==> src/rtl/uart_report_pkg.sv <==
// uart_report_pkg: shared FSM states and constants for the UART count reporter
package uart_report_pkg;
    typedef enum logic [2:0] {IDLE, CONVERT, LOAD, LAUNCH, WAIT_DONE} state_t;
    localparam logic [7:0] ASCII_CR = 8'd13;
    localparam logic [7:0] ASCII_LF = 8'd10;
    localparam int NUM_DIGITS = 5;
    localparam int QUEUE_DEPTH = NUM_DIGITS + 2;
endpackage

==> src/rtl/bin2bcd_seq.sv <==
// bin2bcd_seq: iterative double-dabble, one bit per cycle; done flags the final iteration cycle
module bin2bcd_seq
    import uart_report_pkg::*;
#(
    parameter int count_width = 16,
    parameter int num_digits  = NUM_DIGITS
) (
    input  logic                      clk,
    input  logic                      rst,
    input  logic                      start,
    input  logic [count_width-1:0]    bin,
    output logic                      done,
    output logic [num_digits*4-1:0]   bcd
);
    localparam int iter_w = $clog2(count_width + 1);
    logic [count_width-1:0]  shift;
    logic [iter_w-1:0]       iter;
    logic                    running;
    logic [num_digits*4-1:0] adj;

    // bcd is complete on the edge that ends the cycle where done is high
    assign done = running && (iter == iter_w'(count_width - 1));

    // add 3 to every nibble of 5 or more ahead of the shift
    always_comb begin
        adj = bcd;
        for (int i = 0; i < num_digits; i++)
            if (bcd[i*4 +: 4] > 4'd4) adj[i*4 +: 4] = bcd[i*4 +: 4] + 4'd3;
    end

    // load on start, then shift one binary MSB into the BCD register per cycle
    always_ff @(posedge clk or negedge rst) begin
        if (!rst) begin
            shift   <= '0;
            bcd     <= '0;
            iter    <= '0;
            running <= 1'b0;
        end else if (start) begin
            shift   <= bin;
            bcd     <= '0;
            iter    <= '0;
            running <= 1'b1;
        end else if (running) begin
            bcd     <= {adj[num_digits*4-2:0], shift[count_width-1]};
            shift   <= shift << 1;
            iter    <= iter + iter_w'(1);
            running <= !done;
        end
    end
endmodule

==> src/rtl/uart_count_reporter.sv <==
// uart_count_reporter: streams a count as a decimal ASCII line into UART TX (REPORT_CRLF_EN selects CR LF, else LF)
module uart_count_reporter
    import uart_report_pkg::*;
#(
    parameter int count_width = 16,
    parameter int data_width  = 8,
    parameter int ascii_zero  = 48
) (
    input  logic                   clk,
    input  logic                   rst,
    input  logic                   report_req,
    input  logic [count_width-1:0] count,
    input  logic                   tx_done,
    output logic                   tx_en,
    output logic [data_width-1:0]  data_tx,
    output logic                   busy,
    output logic                   frame_done,
    output logic                   req_dropped
);
    localparam int ptr_w = $clog2(QUEUE_DEPTH + 1);
    typedef logic [data_width-1:0] byte_t;

    state_t                  state, state_d;
    byte_t                   queue [QUEUE_DEPTH];
    byte_t                   queue_d [QUEUE_DEPTH];
    byte_t                   load_q [QUEUE_DEPTH];
    logic [ptr_w-1:0]        len, len_d, ptr, ptr_d, nd, load_len;
    logic [NUM_DIGITS*4-1:0] bcd, aligned;
    logic                    conv_start, conv_done, accept;
    logic                    tx_en_d, busy_d, frame_done_d, req_dropped_d;
    byte_t                   data_tx_d;

    bin2bcd_seq #(.count_width(count_width), .num_digits(NUM_DIGITS)) u_bcd (
        .clk   (clk),
        .rst   (rst),
        .start (conv_start),
        .bin   (count),
        .done  (conv_done),
        .bcd   (bcd)
    );

    // frame image: digits from the leading nonzero one down to units, then the terminator
    always_comb begin
        nd = ptr_w'(1);
        for (int i = 1; i < NUM_DIGITS; i++)
            if (bcd[i*4 +: 4] != 4'd0) nd = ptr_w'(i + 1);
        aligned = bcd << (4 * (NUM_DIGITS - int'(nd)));
        for (int j = 0; j < QUEUE_DEPTH; j++) load_q[j] = '0;
        for (int j = 0; j < NUM_DIGITS; j++)
            if (ptr_w'(j) < nd)
                load_q[j] = byte_t'(ascii_zero) + byte_t'(aligned[(NUM_DIGITS-1-j)*4 +: 4]);
`ifdef REPORT_CRLF_EN
        load_q[nd]              = byte_t'(ASCII_CR);
        load_q[nd + ptr_w'(1)]  = byte_t'(ASCII_LF);
        load_len                = nd + ptr_w'(2);
`else
        load_q[nd]              = byte_t'(ASCII_LF);
        load_len                = nd + ptr_w'(1);
`endif
    end

    // next state and registered output values; a request in the frame_done cycle is still refused
    always_comb begin
        state_d       = state;
        queue_d       = queue;
        len_d         = len;
        ptr_d         = ptr;
        tx_en_d       = 1'b1;
        data_tx_d     = data_tx;
        frame_done_d  = 1'b0;
        conv_start    = 1'b0;
        accept        = report_req && (state == IDLE) && !frame_done;
        req_dropped_d = report_req && !accept;
        case (state)
            IDLE: begin
                conv_start = accept;
                state_d    = accept ? CONVERT : IDLE;
            end
            CONVERT: state_d = conv_done ? LOAD : CONVERT;
            LOAD: begin
                queue_d = load_q;
                len_d   = load_len;
                ptr_d   = '0;
                state_d = LAUNCH;
            end
            LAUNCH: begin
                tx_en_d   = 1'b0;
                data_tx_d = queue[ptr];
                state_d   = WAIT_DONE;
            end
            WAIT_DONE: begin
                if (tx_done) begin
                    frame_done_d = (ptr == len - ptr_w'(1));
                    ptr_d        = frame_done_d ? ptr : ptr + ptr_w'(1);
                    state_d      = frame_done_d ? IDLE : LAUNCH;
                end
            end
            default: state_d = IDLE;
        endcase
        busy_d = (state_d != IDLE);
    end

    // state, byte queue and all outputs are registered
    always_ff @(posedge clk or negedge rst) begin
        if (!rst) begin
            state       <= IDLE;
            queue       <= '{default: '0};
            len         <= '0;
            ptr         <= '0;
            tx_en       <= 1'b1;
            data_tx     <= '0;
            busy        <= 1'b0;
            frame_done  <= 1'b0;
            req_dropped <= 1'b0;
        end else begin
            state       <= state_d;
            queue       <= queue_d;
            len         <= len_d;
            ptr         <= ptr_d;
            tx_en       <= tx_en_d;
            data_tx     <= data_tx_d;
            busy        <= busy_d;
            frame_done  <= frame_done_d;
            req_dropped <= req_dropped_d;
        end
    end
endmodule

==> config.mk <==
export PLATFORM = sky130hd
export DESIGN_NAME = uart_count_reporter
export DESIGN_NICKNAME = d
export VERILOG_FILES = /design/src/rtl/uart_report_pkg.sv /design/src/rtl/bin2bcd_seq.sv /design/src/rtl/uart_count_reporter.sv
export SDC_FILE = /design/constraint.sdc
export NUM_CORES = 1
export LEC_CHECK = 0
export BUFFER_PORTS_ARGS = -buffer_cell sky130_fd_sc_hd__buf_2
export CAP_MARGIN = 20
export CORE_ASPECT_RATIO = 1.2
export CORE_MARGIN = 5
export CORE_UTILIZATION = 30
export DETAILED_ROUTE_END_ITERATION = 7
export PLACE_DENSITY = 0.49
export SYNTH_ARGS = -nofsm -noshare
export SYNTH_HDL_FRONTEND = slang
export SYNTH_SLANG_ARGS = --single-unit
==> constraint.sdc <==
create_clock -name clk -period 3.1 [get_ports clk]
set_input_delay 0 -clock clk [delete_from_list [all_inputs] [get_ports clk]]
set_output_delay 0 -clock clk [all_outputs]
set_load 0.02 [all_outputs]
* Word level (Yosys, flattened, before mapping) *
Cells that the tools add are included.

word-level totals
  word-level logic and storage cells = 117
  output and inout port bits = 12
  input port bits = 20
  bits in registers = 119

cells by class
  mux-type cells = 39
  eq/ne operators = 8
  magnitude comparators = 13
  reduce and logical (&&, ||, !) cells = 17
  add/sub/neg operators = 15
  shift-type cells = 1
  bitwise operators = 5

operator list
  operator                                                   number
  bitwise AND 42 bit                                         1
  NOT 42 bit                                                 1
  2-to-1 mux 20 bit                                          2
  adder 6 x 4 -> 7 bit, first input constant                 5
  2-to-1 mux 7 bit                                           5
  2-to-1 mux 16 bit                                          2
  left shift 20 x 32 -> 20 bit                               1
  binary-select mux 8 bit (select 3 bit)                     1
  demux 8 bit (select 3 bit)                                 1
  2-to-1 mux 8 bit                                           3
  2-to-1 mux 3 bit                                           7
  > comparator 4 x 3 -> 1 bit, second input constant         5
  adder 4 x 2 -> 4 bit, second input constant                4
  2-to-1 mux 4 bit                                           4
  nonzero test 4 bit                                         4
  case mux 3 bit (5 select lines)                            1
  bitwise OR 14 bit                                          1
  2-to-1 mux 5 bit                                           2
  >= comparator 4 bit, second input constant                 2
  NOT 3 -> 4 bit                                             2
  2-to-1 mux 1 bit                                           7
  adder 3 x 1 -> 3 bit, second input constant                2
  == test 3 x 2 -> 1 bit, second input constant              2
  less-than comparator 1 x 3 -> 1 bit, first input constant  2
  other kinds (20)                                           31

* Longest topological paths before layout *
Gate-level depths: netlist (run 1).

  depth in word-level cells = 12
  mapped depth = 11
  mapped depth without buffers = 10

* Modules after synthesis *
A second synthesis (run 1) with hierarchy kept.

second synthesis, totals
  cell total of the unflattened synthesis = 502
  area, all modules = 4902.2 µm²

by module, submodules not included
  module               cells an instance  area each (µm²)  times used  seq. area each (µm²)
  uart_count_reporter  270                2646.3           1           1102.3
  bin2bcd_seq          232                2255.9           1           1051.0

* Least setup slack after synthesis (run 1) *
OpenSTA, ideal clock, no wires.

  kind = register to register
  start = reg u_bcd.bcd[8]
  end = reg queue[32] (netlist name)
  path slack = 0.397 ns
  setup time = 0.069 ns
  required time = 3.031 ns
  arrival = 2.634 ns
  cell stages (with the launch flop) = 11
  cell sequence = dfrtp_1 inv_1 ha_1 or3b_4 o211ai_4 inv_4 buf_6 ha_1 or4_1 a211o_1 nand3_1

on the way
  longest elaborated chain between the ends = 11

ends and longest elaborated chain
  element                                                        RTL line                    RTL
  start: declaration                                             bin2bcd_seq.sv:13           output logic [num_digits*4-1:0] bcd
  start signal: assignment                                       bin2bcd_seq.sv:44           bcd <= {adj[num_digits*4-2:0], shift[count_width-1]};
  branches (longest 10 deep; another with adder 6 x 4 -> 7 bit)  n/a
  bitwise AND 42 bit (no source line) *                          n/a
  end signal: assignment                                         uart_count_reporter.sv:117  queue <= queue_d;
  end: declaration                                               uart_count_reporter.sv:24   byte_t queue [QUEUE_DEPTH];

Mark *: on every way between the ends.
A chain may end at the register's enable or synchronous reset.

* Worst setup path in the final report (run 1) *
  start = reg u_bcd.bcd[5]
  end = reg queue[48] (netlist name)

on the way
  longest elaborated chain between the ends = 12

ends and longest elaborated chain
  element                                                       RTL line                   RTL
  nonzero test 4 bit *                                          uart_count_reporter.sv:46  if (bcd[i*4 +: 4] != 4'd0) nd = ptr_w'(i + 1);
  2-to-1 mux 2 bit *                                            uart_count_reporter.sv:46
  2-to-1 mux 3 bit * (3 in a row)                               uart_count_reporter.sv:46
  branches (longest 6 deep; another with adder 6 x 4 -> 7 bit)  n/a
  bitwise AND 42 bit (no source line) *                         n/a

Marks and branches as above.

==> run_results.csv, run 1 <==
group,metric,value,unit
synth,synth_edf_count,0,
timing,hold_viol_final,0,
final_layout,stdcell_count,776,
global_routing,grt_pass1_wl,21900,um
final_layout,drive_above_1_share,15.4,%
global_routing,met3_usage,2.32,%
setup_path,cp_cell_sequence,"inv_1, ha_1, or3b_4, o211ai_4, buf_4, inv_4, buf_4, a2111oi_0, buf_4, o31ai_1",
setup_path,crit_type,"reg2reg",
synth,synth_common_cells,"dfrtp_1, nand2_1, o21ai_0",
setup_path,crit_arrival,3.23,ns
die,rows,51,
power_and_ir_drop,ir_worst_vdd,0.351,mV
final_layout,diodes,0,
clock_tree,cts.clk_slew.worst_paths,0.07,ns
synth,synth_mux_area_share,10.1,%
worst_hold_path,hp-class,"in2async",
synth,synthCells,517,
timing,drv_slew,0,
routing,drc,0,
routing,first_pass_iters,4,
synth,synth_top_cell_by_area,"dfrtp_1",
die,fp.dieArea,0.0189,sq mm
synth,async_flop_share,100,%
place,place_inst,741,
timing,tns,0,ns
synth,dominantRegCellSynth,"dfrtp_1",
routing,vias,3917,
die,initial_core_util,30.3,%
synth,yosysMostFrequentCell,"dfrtp_1",
setup_path,regToRegSetupSlack,0.1,ns
timing,worst_pin_slew,0.810,ns
timing,max_slew_margin,44.6,%
routing,wl_per_cell,17.1,um
synth,yosysWarnings,0,
final_layout,area_growth,17.5,%
die,num_io_pins,32,
power_and_ir_drop,leakage,2.68,nW
routing,detail_route.vias_per_cell,5.05,
final_layout,final_nets,594,
setup_path,cp_num_buf_inv,5,
global_routing,grt_pass1_vias,4031,
global_routing,antenna_found_initial,0,
synth,ys_ff_latch,86,
clock_tree,hold_buffers,19,
die,die_height,150,um
setup_path,worstPathRequired,3.33,ns
timing,rsz0062_at_grt,"no",
setup_path,startpoint_type,"register",
setup_path,critPathCaptureType,"register",
global_routing,grt_max_degree,39,
routing,routed_wl,13300,um
synth,yosysSeqAreaShare,44.2,%
clock_tree,cts_made_buffers,9,
synth,synth_compound_area_share,17.8,%
setup_path,cp_max_fo,17,
routing,ant_nets,0,
synth,synth.area.top_cells,"dfrtp_1, mux2i_1, o21ai_0, nand2_1, ha_1",
synth,synth_cell_type_count,61,
final_layout,fillerInstances,1675,
setup_path,cpMostUsedCell,"buf_4",
clock_tree,cts.path.max_buffers,2,
synth,synth-adder-area-share,3.86,%
routing,initialDrtViolationCount,224,
synth,synth_xor_area_share,2.44,%
global_routing,gr-total-overflow,0,
global_routing,grt_busiest_layer,"met2",
clock_tree,cts_tree,"built",
global_routing,gr-usage-met1,19.1,%
final_layout,seq_area,0.00215,sq mm
outcome,outcome,"finished clean",
clock_tree,cts-root-buf,"clkbuf_16",
global_routing,grt_use_total,14.6,%
setup_path,slowest_delay,0.75,ns
synth,synth_top_family_by_area,"compound AO/OA/AOI/OAI gates",
setup_path,cp_top_family,"compound AO/OA/AOI/OAI gates",
flow_run,drv_cap,0,
place,portBuffers,29,
timing,setup_violations,0,
timing,min_period_over_period,96.8,%
clock_tree,post_cts_buffers,0,
die,core_area,0.0161,sq mm
synth,synth.avg_cell_area,9.41,sq um
synth,yosys.area_share.simple,15.7,%
timing,finalCriticalPeriod,3.00,ns
die,die_w,126,um
clock_tree,htreeDepth,3,
clock_tree,cts-resized-gates,0,
timing,skew,0.00947,ns
power_and_ir_drop,powerDensity,962,mW/mm^2
timing,fmax,0.333,GHz
place,gp_congestion,0.904,
clock_tree,insertion_delay,0.35,ns
global_routing,grt_util_met2,24.4,%
clock_tree,cts_num_sinks,86,
final_layout,multiInputGateArea,0.00244,sq mm
place,hpwlAfterDp,9320,um
synth,yosysTopAreaCellShare,43.7,%
synth,syn-cell-area,0.00487,sq mm
setup_path,slowest_stage,"a2111oi_0",
## cells in the final DEF, fill, tap and decap left out, types with 3 or more instances in the layout
cell	count
ha_1	15
inv_1	23
a211oi_1	6
buf_4	21
clkbuf_16	9
o31ai_1	7
nor2b_1	3
and3_1	4
nor3_1	11
nor2_1	44
a221oi_1	3
o211ai_1	5
o21ai_0	54
mux2i_1	38
nand3_1	12
or3b_4	3
buf_2	28
a22oi_1	5
dfrtp_1	84
dlygate4sd3_1	19
mux4_2	5
a211o_1	3
xnor2_1	7
a31oi_1	6
xor2_1	4
a21oi_1	29
o22ai_1	5
nand2_1	60
## final timing paths
kind	start	end	cells after the start
hold / removal	rst	u_bcd.bcd[8]	2
setup reg to reg	u_bcd.bcd[5]	queue[48]	10
min in group clk	count[0]	u_bcd.shift[0]	4
hold reg to reg	queue[43]	queue[43]	2
max in group asynchronous	rst	queue[50]	3
setup / recovery	u_bcd.bcd[5]	queue[48]	10
## final cells by class
class                   count  area share [%]
multi-input cells         370            42.6
clock buffers               9            3.94
flip-flops and latches     86            37.7
repair buffers             68            8.54
clock inverters             7           0.963
inverters                  24            1.62
well taps                 212            4.64
## worst register-to-register path, cell delays in order, from the launching register on
cell and delay (ns):
dfrtp_1 0.47, inv_1 0.11, ha_1 0.25, or3b_4 0.46, o211ai_4 0.19, buf_4 0.16
inv_4 0.03, buf_4 0.19, a2111oi_0 0.75, buf_4 0.23, o31ai_1 0.06
## registers in the layout, indices dropped and copies added (netlist names)
name           flops
queue             26
u_bcd.bcd         20
u_bcd.shift       16
data_tx            5
u_bcd.iter         5
len                3
ptr                3
state              3
busy               1
frame_done         1
req_dropped        1
tx_en              1
u_bcd.running      1
## where the power goes
group	internal, W	total (W)	switching (W)	leakage [nW]
clock network	0.000554	0.00106	0.000507	0.138
registers	0.00152	0.00204	0.000519	1.10
logic	0.00107	0.00240	0.00133	1.44
## layer usage
| layer | part of all wire, % | vias up |
|---|---|---|
| li1 | - | 1899 |
| met1 | 45 | 1902 |
| met2 | 49 | 90 |
| met3 | 3.4 | 26 |
| met4 | 2.5 | 0 |
| met5 | 0 | - |
## cell families (layout without fill, tap and decap cells)
kind of cell / count (synthesis) / count (layout)
compound gates: 139 / 139
flops: 86 / 86
buf+inv: 62 / 108
other cells: 1 / 2
fa+ha+maj: 15 / 15
mux: 43 / 43
simple gates: 159 / 159
xor+xnor: 12 / 12
## through the flow
| step | cell area [sq um] | util, % | power (W) | setup slack [ns] | hold WS (ns) |
|---|---|---|---|---|---|
| 3_5_place_dp | 5250 | 32.6 | 0.00443 | 0.196 | 0.00929 |
| 6_report | 5720 | 35.6 | 0.00550 | 0.0983 | 0.158 |
| 2_1_floorplan | 4870 | - | 0.00371 | 0.397 | -0.296 |
| 4_1_cts | 5720 | 35.6 | 0.00554 | 0.182 | 0.186 |
| 3_3_place_gp | 5250 | 32.6 | 0.00441 | 0.121 | 0.00662 |
| 5_1_grt | 5720 | 35.6 | 0.00593 | 0.0899 | 0.232 |
Note: power is estimated with default switching activity, not from simulation.
==> inputs of run 2 (changes only) <==
--- a/config.mk
+++ b/config.mk
@@ -9,9 +9,9 @@
 export CAP_MARGIN = 20
 export CORE_ASPECT_RATIO = 1.2
 export CORE_MARGIN = 5
-export CORE_UTILIZATION = 30
+export CORE_UTILIZATION = 25
 export DETAILED_ROUTE_END_ITERATION = 7
-export PLACE_DENSITY = 0.49
+export PLACE_DENSITY = 0.44
 export SYNTH_ARGS = -nofsm -noshare
 export SYNTH_HDL_FRONTEND = slang
 export SYNTH_SLANG_ARGS = --single-unit
==> run 2 against run 1 <==
Register-to-register slack better by 0.17 ns. Fmax up 6.0%. Hold slack improved by 0.091 ns. Clock skew decreased by 0.0014 ns. Routed wire length down 4.7%. Clock-buffer cell count stayed put. Clock power grew 6%. Critical path type unchanged. Critical endpoint is now queue[32].
==> run_results.csv, run 2 (same netlist as run 1, synthesis figures left out) <==
group,metric,value,unit
outcome,outcome,"finished clean",
routing,initialDrtViolationCount,268,
die,core_area,0.0193,sq mm
place,place_inst,787,
power_and_ir_drop,ir_worst_vdd,0.307,mV
setup_path,worstPathRequired,3.37,ns
routing,vias,3849,
flow_run,drv_cap,0,
setup_path,cp_cell_sequence,"inv_1, ha_1, or3b_4, o211ai_4, buf_4, inv_4, ha_1, or4_1, a211o_1, nand3_1",
power_and_ir_drop,power,0.00549,W
final_layout,top_register,"queue",
timing,tns,0,ns
timing,drv_slew,0,
setup_path,crit_arrival,3.10,ns
timing,hold_viol_final,0,
final_layout,diodes,0,
final_layout,stdcell_count,822,
clock_tree,cts_tree,"built",
clock_tree,cts.path.max_buffers,2,
routing,first_pass_iters,4,
setup_path,startpoint_type,"register",
worst_hold_path,hp-class,"in2async",
die,initial_core_util,25.2,%
final_layout,fillerInstances,2046,
power_and_ir_drop,powerDensity,950,mW/mm^2
timing,skew,0.00803,ns
clock_tree,cts_made_buffers,9,
power_and_ir_drop,leakage,2.68,nW
setup_path,cp_max_fo,6,
setup_path,critPathCaptureType,"register",
global_routing,grt_pass1_wl,21200,um
final_layout,area_growth,18.8,%
setup_path,slowest_delay,0.51,ns
timing,max_slew_margin,48.1,%
final_layout,final_common_cell,"dfrtp_1",
timing,rsz0062_at_grt,"no",
die,fp.dieArea,0.0224,sq mm
die,die_height,163,um
die,num_io_pins,32,
final_layout,largest_reg_flops,26,
global_routing,grt_pass1_vias,3882,
timing,setup_violations,0,
clock_tree,cts-root-buf,"clkbuf_16",
timing,fmax,0.353,GHz
final_layout,reg.largest.list,"queue: 26 flops, u_bcd.bcd: 20 flops, u_bcd.shift: 16 flops",
setup_path,slowest_stage,"or4_1",
place,portBuffers,29,
global_routing,antenna_found_initial,0,
timing,min_period_over_period,91.4,%
clock_tree,cts.clk_slew.worst_paths,0.07,ns
global_routing,grt_max_degree,54,
global_routing,grt_use_total,12.0,%
global_routing,gr-total-overflow,0,
routing,wl_per_cell,15.4,um
routing,drc,0,
setup_path,cpMostUsedCell,"ha_1",
final_layout,final_nets,591,
place,gp_congestion,0.899,
final_layout,drive_above_1_share,15.0,%
die,die_w,137,um
clock_tree,cts_num_sinks,86,
final_layout,most-common-layout-cells,"dfrtp_1, nand2_1, o21ai_0",
place,hpwlAfterDp,9210,um
routing,routed_wl,12600,um
timing,finalCriticalPeriod,2.83,ns
clock_tree,htreeDepth,3,
timing,worst_pin_slew,0.779,ns
routing,detail_route.vias_per_cell,4.68,
setup_path,crit_type,"reg2reg",
routing,ant_nets,0,
setup_path,cp_num_buf_inv,3,
die,rows,56,
clock_tree,insertion_delay,0.34,ns
setup_path,cp_top_family,"simple AND/OR/NAND/NOR gates",
==> run 2: changes by cell type in the layout (fill, tap and decap cells not counted), sizes merged <==
cell / delta
inv: -1
buf: -3
bufinv: +1
==> run 2: final timing paths <==
check                             startpoint  slack (ns)  cells past startpoint              to
worst max-delay path            u_bcd.bcd[8]        0.27                     10       queue[32]
worst min-delay path                     rst        0.25                      2   u_bcd.running
worst max register to register  u_bcd.bcd[8]        0.27                     10       queue[32]
worst min register to register     queue[19]        0.48                      2       queue[19]
max in group asynchronous                rst        2.08                      3    u_bcd.bcd[5]
min in group clk                    count[2]        0.40                      4  u_bcd.shift[2]
==> run 2: layout make-up <==
type	count	area (sq um)	share of cell area [%]
clock buffer	9	225	3.90
multi-input combinational	370	2440	42.1
clock inverter	7	80.1	1.39
inverter	24	92.6	1.60
timing repair buffer	65	465	8.05
sequential	86	2150	37.3
tap	261	327	5.65
==> run 2: report_power, final <==
group          switching, W  internal [W]  leakage (nW)  total, W
registers          0.000482       0.00152          1.10   0.00200
clock network      0.000480      0.000635         0.148   0.00112
logic               0.00133       0.00105          1.43   0.00237
total               0.00229       0.00320          2.68   0.00549
==> run 2: metal layers <==
layer  share of wire (%)  wire [um]  track usage, %  vias to the layer above
met5                   0          0               0                        -
met4                 3.5        439            5.49                        0
met3                 2.3        294            1.55                       21
met2                  48       6080            19.5                       55
met1                  46       5830            15.9                     1872
li1                    -          -               -                     1901
==> run 2: repair_timing <==
action | in CTS | in global routing
resized for setup | 0 | 0
hold buffers | 19 | 0
buffers inserted | 0 | 0
hold endpoints to repair | 70 | 0
==> run 2: stage by stage <==
stage	worst slack (ns)	instance area, sq um	hold slack [ns]	util [%]
after floorplan	0.397	4870	-0.296	-
after global placement	0.331	5290	0.0949	27.3
after detailed placement	0.291	5290	0.109	27.3
after CTS	0.272	5780	0.283	29.9
after global routing	0.105	5780	0.321	29.9
final	0.267	5780	0.249	29.9
